File: config.mk
export PLATFORM = sky130hd
export DESIGN_NAME = alu_share_arbiter_flat
export DESIGN_NICKNAME = d
export VERILOG_FILES = /design/src/rtl/alu_share_arbiter_if.sv /design/src/rtl/alu_share_arbiter.sv /design/src/flat_wrapper.sv
export SDC_FILE = /design/constraint.sdc
export NUM_CORES = 1
export LEC_CHECK = 0
export CORE_ASPECT_RATIO = 1.4
export CORE_UTILIZATION = 42
export CTS_CLUSTER_SIZE = 8
export DETAILED_ROUTE_END_ITERATION = 10
export MAX_ROUTING_LAYER = met4
export PLACE_DENSITY = 0.91
export SETUP_SLACK_MARGIN = 0.05
export SLEW_MARGIN = 0
export SYNTH_ARGS = -nofsm -noshare
export SYNTH_HDL_FRONTEND = slang
export SYNTH_SLANG_ARGS = --single-unit
File: constraint.sdc
create_clock -name clk -period 3.79 [get_ports clk]
set_input_delay 0.9475 -clock clk [delete_from_list [all_inputs] [get_ports clk]]
set_output_delay 0.9475 -clock clk [all_outputs]
set_load 0.005 [all_outputs]
File: src/rtl/alu_share_arbiter_if.sv
// Requester and response channels of the shared-ALU arbiter.
// master: the two requesters plus the response consumer; slave: the arbiter.
interface alu_share_arbiter_if #(
   parameter int W = 4
);
   logic         req0_valid;
   logic         req0_ready;
   logic [2:0]   req0_op;
   logic [W-1:0] req0_a;
   logic [W-1:0] req0_b;

   logic         req1_valid;
   logic         req1_ready;
   logic [2:0]   req1_op;
   logic [W-1:0] req1_a;
   logic [W-1:0] req1_b;

   logic         resp_valid;
   logic         resp_ready;
   logic         resp_id;
   logic [W-1:0] resp_result;
   logic         resp_carry;
   logic         resp_overflow;
   logic         resp_zero;

   modport master (
      output req0_valid, req0_op, req0_a, req0_b,
      input  req0_ready,
      output req1_valid, req1_op, req1_a, req1_b,
      input  req1_ready,
      input  resp_valid, resp_id, resp_result, resp_carry, resp_overflow, resp_zero,
      output resp_ready
   );

   modport slave (
      input  req0_valid, req0_op, req0_a, req0_b,
      output req0_ready,
      input  req1_valid, req1_op, req1_a, req1_b,
      output req1_ready,
      output resp_valid, resp_id, resp_result, resp_carry, resp_overflow, resp_zero,
      input  resp_ready
   );
endinterface

File: src/rtl/alu_share_arbiter.sv
// Round-robin arbiter sharing one combinational ALU4 between two requesters.
// Operands are registered towards the ALU; result and flags are captured one
// cycle later and returned on a single tagged response channel.
module alu_share_arbiter #(
   parameter int W     = 4,
   parameter int CNT_W = 8
) (
   input  logic                clk,
   input  logic                rst,
   alu_share_arbiter_if.slave  bus,
   output logic [W-1:0]        alu_a,
   output logic [W-1:0]        alu_b,
   output logic [2:0]          alu_op,
   input  logic [W-1:0]        alu_result,
   input  logic                alu_carry,
   input  logic                alu_overflow,
   input  logic                alu_zero,
   output logic                busy,
   output logic [CNT_W-1:0]    op_count
);

   localparam logic [1:0] S_IDLE = 2'd0;
   localparam logic [1:0] S_EXEC = 2'd1;
   localparam logic [1:0] S_RESP = 2'd2;

   logic [1:0]   state;
   logic         last_grant;
   logic         grant_id;
   logic         grant_any;
   logic         grant;
   logic         resp_id;
   logic [W-1:0] resp_result;
   logic         resp_carry;
   logic         resp_overflow;
   logic         resp_zero;

   // Pick a winner in IDLE: alternate on contention, otherwise the lone requester.
   always_comb begin
      grant_any = 1'b0;
      grant     = 1'b0;
      if (state == S_IDLE) begin
         if (bus.req0_valid && bus.req1_valid) begin
            grant_any = 1'b1;
            grant     = ~last_grant;
         end else if (bus.req0_valid) begin
            grant_any = 1'b1;
            grant     = 1'b0;
         end else if (bus.req1_valid) begin
            grant_any = 1'b1;
            grant     = 1'b1;
         end
      end
   end

   assign bus.req0_ready    = grant_any && !grant;
   assign bus.req1_ready    = grant_any &&  grant;
   assign bus.resp_valid    = (state == S_RESP);
   assign bus.resp_id       = resp_id;
   assign bus.resp_result   = resp_result;
   assign bus.resp_carry    = resp_carry;
   assign bus.resp_overflow = resp_overflow;
   assign bus.resp_zero     = resp_zero;
   assign busy              = (state != S_IDLE);

   // Accept -> let the ALU settle one cycle -> hold the captured response until taken.
   always_ff @(posedge clk) begin
      if (rst) begin
         state         <= S_IDLE;
         last_grant    <= 1'b1;
         grant_id      <= 1'b0;
         alu_a         <= '0;
         alu_b         <= '0;
         alu_op        <= '0;
         resp_id       <= 1'b0;
         resp_result   <= '0;
         resp_carry    <= 1'b0;
         resp_overflow <= 1'b0;
         resp_zero     <= 1'b0;
         op_count      <= '0;
      end else begin
         case (state)
            S_IDLE: begin
               if (grant_any) begin
                  alu_a      <= grant ? bus.req1_a  : bus.req0_a;
                  alu_b      <= grant ? bus.req1_b  : bus.req0_b;
                  alu_op     <= grant ? bus.req1_op : bus.req0_op;
                  grant_id   <= grant;
                  last_grant <= grant;
                  state      <= S_EXEC;
               end
            end
            S_EXEC: begin
               resp_result   <= alu_result;
               resp_carry    <= alu_carry;
               resp_overflow <= alu_overflow;
               resp_zero     <= alu_zero;
               resp_id       <= grant_id;
               state         <= S_RESP;
            end
            S_RESP: begin
               if (bus.resp_ready) begin
                  op_count <= op_count + CNT_W'(1);
                  state    <= S_IDLE;
               end
            end
            default: state <= S_IDLE;
         endcase
      end
   end

endmodule

File: src/flat_wrapper.sv
// flat-port wrapper written by rule: the top's interface ports become plain ports
module alu_share_arbiter_flat 
#(
   parameter int W     = 4,
   parameter int CNT_W = 8
)
  (clk, rst, alu_a, alu_b, alu_op, alu_result, alu_carry, alu_overflow, alu_zero, busy, op_count, bus_req0_valid, bus_req0_op, bus_req0_a, bus_req0_b, bus_req0_ready, bus_req1_valid, bus_req1_op, bus_req1_a, bus_req1_b, bus_req1_ready, bus_resp_valid, bus_resp_id, bus_resp_result, bus_resp_carry, bus_resp_overflow, bus_resp_zero, bus_resp_ready);
  alu_share_arbiter_if #(.W(W)) bus_i ();
  input  logic clk;
  input  logic rst;
  output logic [W-1:0] alu_a;
  output logic [W-1:0] alu_b;
  output logic [2:0] alu_op;
  input  logic [W-1:0] alu_result;
  input  logic alu_carry;
  input  logic alu_overflow;
  input  logic alu_zero;
  output logic busy;
  output logic [CNT_W-1:0] op_count;
  input wire logic [$bits(bus_i.req0_valid)-1:0] bus_req0_valid;
  input wire logic [$bits(bus_i.req0_op)-1:0] bus_req0_op;
  input wire logic [$bits(bus_i.req0_a)-1:0] bus_req0_a;
  input wire logic [$bits(bus_i.req0_b)-1:0] bus_req0_b;
  output wire logic [$bits(bus_i.req0_ready)-1:0] bus_req0_ready;
  input wire logic [$bits(bus_i.req1_valid)-1:0] bus_req1_valid;
  input wire logic [$bits(bus_i.req1_op)-1:0] bus_req1_op;
  input wire logic [$bits(bus_i.req1_a)-1:0] bus_req1_a;
  input wire logic [$bits(bus_i.req1_b)-1:0] bus_req1_b;
  output wire logic [$bits(bus_i.req1_ready)-1:0] bus_req1_ready;
  output wire logic [$bits(bus_i.resp_valid)-1:0] bus_resp_valid;
  output wire logic [$bits(bus_i.resp_id)-1:0] bus_resp_id;
  output wire logic [$bits(bus_i.resp_result)-1:0] bus_resp_result;
  output wire logic [$bits(bus_i.resp_carry)-1:0] bus_resp_carry;
  output wire logic [$bits(bus_i.resp_overflow)-1:0] bus_resp_overflow;
  output wire logic [$bits(bus_i.resp_zero)-1:0] bus_resp_zero;
  input wire logic [$bits(bus_i.resp_ready)-1:0] bus_resp_ready;
  assign bus_i.req0_valid = bus_req0_valid;
  assign bus_i.req0_op = bus_req0_op;
  assign bus_i.req0_a = bus_req0_a;
  assign bus_i.req0_b = bus_req0_b;
  assign bus_req0_ready = bus_i.req0_ready;
  assign bus_i.req1_valid = bus_req1_valid;
  assign bus_i.req1_op = bus_req1_op;
  assign bus_i.req1_a = bus_req1_a;
  assign bus_i.req1_b = bus_req1_b;
  assign bus_req1_ready = bus_i.req1_ready;
  assign bus_resp_valid = bus_i.resp_valid;
  assign bus_resp_id = bus_i.resp_id;
  assign bus_resp_result = bus_i.resp_result;
  assign bus_resp_carry = bus_i.resp_carry;
  assign bus_resp_overflow = bus_i.resp_overflow;
  assign bus_resp_zero = bus_i.resp_zero;
  assign bus_i.resp_ready = bus_resp_ready;
  alu_share_arbiter #(.W(W), .CNT_W(CNT_W)) u_core (.clk(clk), .rst(rst), .bus(bus_i), .alu_a(alu_a), .alu_b(alu_b), .alu_op(alu_op), .alu_result(alu_result), .alu_carry(alu_carry), .alu_overflow(alu_overflow), .alu_zero(alu_zero), .busy(busy), .op_count(op_count));
endmodule
==> results of run 1 <==
power breakdown:
group / total [mW] / switching (mW) / leakage, nW / internal [mW]
Sequential: 0.360 / 0.0132 / 0.253 / 0.347
Combinational: 0.160 / 0.0686 / 0.437 / 0.0917
Clock: 0.335 / 0.123 / 0.0612 / 0.212
final timing paths:
| check | end | slack [ns] | depth (start not counted) |
|---|---|---|---|
| setup / recovery | bus_req1_ready | 0.46 | 5 |
| hold / removal | u_core.bus.resp_result[1] | 0.46 | 2 |
| setup reg to reg | u_core.op_count[5] | 2.20 | 3 |
| hold reg to reg | u_core.bus.resp_result[1] | 0.46 | 2 |
final cells by class:
class / count / area share
repair buffers: 69 / 0.3224
multi-input cells: 117 / 0.3010
flip-flops and latches: 31 / 0.2951
clock buffers: 6 / 0.03926
well taps: 37 / 0.02201
clock inverters: 2 / 0.01666
inverters: 2 / 0.003569
routing by layer:
layer / up-vias / part of all wire / global-route usage
met5: - / 0 / -
met4: 0 / 0.019 / 0.1213
met3: 5 / 0.046 / 0.07111
met2: 50 / 0.56 / 0.4281
met1: 680 / 0.37 / 0.2534
li1: 707 / - / -
placed cells by master (no fill, tap or decap):
master           count
clkdlybuf4s50_1     64
dfxtp_1             31
nand3_1             26
nand2_1             19
o21ai_0             15
a21oi_1             14
a31oi_1             11
nor2_1               6
clkbuf_8             6
buf_4                5
inv_1                2
nor2b_1              2
nand2b_1             2
nand3b_1             2
or3_1                2
xor2_1               2
nor3_1               2
o31ai_1              2
or4_1                2
and3_1               1
a21boi_0             1
nor3b_1              1
and2b_1              1
or2b_1               1
nand4b_1             1
mux2i_1              1
nand4_1              1
mux2_2               1
ha_1                 1
clkinv_2             1
bufinv_16            1
logic make-up (layout without fill, tap and decap cells):
| family | Yosys count | count (layout) | share of synthesized area |
|---|---|---|---|
| compound gates | 43 | 43 | 0.1800 |
| xor+xnor | 2 | 2 | 0.01334 |
| fa+ha+maj | 1 | 1 | 0.009522 |
| buf+inv | 14 | 79 | 0.04572 |
| flops | 31 | 31 | 0.4724 |
| mux | 2 | 2 | 0.01619 |
| simple gates | 69 | 69 | 0.2629 |
worst max-delay path: stages:
cell and delay [ns]:
clkdlybuf4s50_1 0.50, a21boi_0 0.24, nand2_1 0.13, inv_1 0.06, clkdlybuf4s50_1 0.51
per-stage QoR:
step / std cells / utilization / cell area (µm²) / total power, mW
5_1_grt: 264 / 0.7236 / 2103 / 0.8891
3_5_place_dp: 256 / 0.6832 / 1986 / 0.5258
6_report: 264 / 0.7236 / 2103 / 0.8559
2_1_floorplan: 162 / - / 1314 / 0.4289
3_3_place_gp: 256 / 0.6832 / 1986 / 0.5217
4_1_cts: 264 / 0.7236 / 2103 / 0.8601
registers in the layout, indices dropped and copies added, names as in the netlist:
name,flops
u_core.bus.resp_id,1
u_core.bus.resp_result,4
u_core.bus.resp_zero,1
u_core.alu_op,3
u_core.op_count,8
u_core.alu_a,4
u_core.alu_b,4
u_core.state,2
u_core.last_grant,1
u_core.grant_id,1
u_core.bus.resp_carry,1
u_core.bus.resp_overflow,1
==> impl_results.md, run 1 <==
* Worst setup EP type: output port
* Pre-CTS setup slack at 0.4664 ns
* Final-stage net count at 261
* Number of max-slew violations in the final report at 0
* Biggest area consumer among synthesized cells: dfxtp_1
* Synth-to-Final Area Change at 60.10%
* Sequential cell area in the final layout at 620.6 µm²
* Leakage power at 0.7517 nW
* Primary flip-flop cell chosen by synthesis mapping: dfxtp_1
* Startpoint type of the worst setup path: primary input
* Antenna diodes at 0
* Actual transition at the worst max-transition pin at 0.7675 ns
* Buffer cell driving the clock tree root: clkbuf_8
* Startpoint of the worst-slack reg-to-reg timing path: u_core.state[1]
* Count of instances resized after the clock tree is built at 0
* Maximum fanout along the worst path at 3
* Min Clock Period, post-route at 3.330 ns
* Beginning of the critical path: bus_req1_valid
* Maximum buffer depth of the clock tree at 2
* Count of nets left with antenna violations after detail routing at 0
* Die boundary width at 49.27 µm
* Number of flops mapped to enable cells by yosys at 0
* CTS tree: yes
* Max_cap viols at 0
* Final GP Congestion at 0.7413
* Initial antenna violation count at 0
* Least setup slack across all paths after layout at 0.4598 ns
* Setup repair after global routing missed its margin: false
* Hold slack at 0.4574 ns
* Total iterations of the first detailed-routing run at 4
* Initial standard-cell utilization of the core at 0.4520
* Hold path startpoint: u_core.bus.resp_result[1]
* Unique cell type count in the Yosys netlist at 29
* Number of synthesized register bits at 31
* Synth top area cells: dfxtp_1 (47%), nand3_1 (9.9%), o21ai_0 (5.7%), nand2_1 (5.4%), a21oi_1 (5.3%)
* Share of the yosys chip area belonging to registers at 0.4724
* Clock Skews at 0.006862 ns
* Skew-Pair Late Insertion Delay at 0.29 ns
* Synthesized area per cell at 8.110 µm²
* Finish-stage setup viols at 0
* Area of the placeable core at 2907 µm²
* Critical Path AT at 2.38 ns
* Detailed router's first-iteration violation count at 46
* Highest achievable clock rate at 300.3 MHz
* Area of the multi-input gates at 633.1 µm²
* Total number of vias at 1,442
* Via density per instance at 5.462
* # IOs at 65
* Filler cell count in the final layout at 250
* Period utilization at 0.8787
* Required @ worst endpoint at 2.84 ns
* Min-delay worst type: reg -> reg
* Hold violation total from the final report at 0
* CTS clock-pin slew for the worst setup and hold paths at 0.06 ns
* Aggregate routed wire length at 3726 µm
* Worst Path Class, Setup: in -> out
* Ranking of synthesized cells by instance count: dfxtp_1 (31), nand3_1 (26), nand2_1 (19)
* Summed negative setup slack over all endpoints at 0 ns
* Number of CTS-inserted buffers at 5
* Total Routing Usage GR at 0.2456
* Number of buffers added to fix hold violations after cts at 0
* Number of post-CTS setup repair buffers at 0
* Mapped cell area at 1314 µm²
* Sink count of the clock tree at 31
* Worst IR Drop VDD at 283.0 µV
* PwrDens at 406.9 nW/µm²
* Proportion of netlist area held by the largest area contributor at 0.4724
* Largest net degree at the start of global routing at 18
* Slew margin rel. at 0.4864
* WL/cell at 14.11 µm
* Count of standard-cell rows at 23
* Number of global-route vias before repair at 1,306
* Leading cell type by number of instances after synthesis: dfxtp_1
* HPWL after DPL at 2543 µm
* Result of the run: finished, final reports clean
* Grt total ovfl at 0
* Number of port buffers at 64
* Die area at 3359 µm²
* Number of nets in the synthesized netlist at 197
* H-tree levels at 2
* Remaining design rule violation count at 0
* Yosys warning count at 0
* Y dimension of the die at 68.18 µm
* Async S/R FF share, synth at 0
* Cell count after synthesis at 162
* Global-route wire length before repair at 5927 µm
* Share of layout cells above drive strength 1 at 0.06167
Note: power is estimated with default switching activity, not from simulation.
==> inputs of run 2 (changes only) <==
--- a/config.mk
+++ b/config.mk
@@ -7,7 +7,7 @@
 export LEC_CHECK = 0
 export CORE_ASPECT_RATIO = 1.4
 export CORE_UTILIZATION = 42
-export CTS_CLUSTER_SIZE = 8
+export CTS_CLUSTER_SIZE = 28
 export DETAILED_ROUTE_END_ITERATION = 10
 export MAX_ROUTING_LAYER = met4
 export PLACE_DENSITY = 0.91
==> results of run 2 <==
Final layout, timing and power as in run 1 (identical DEF).
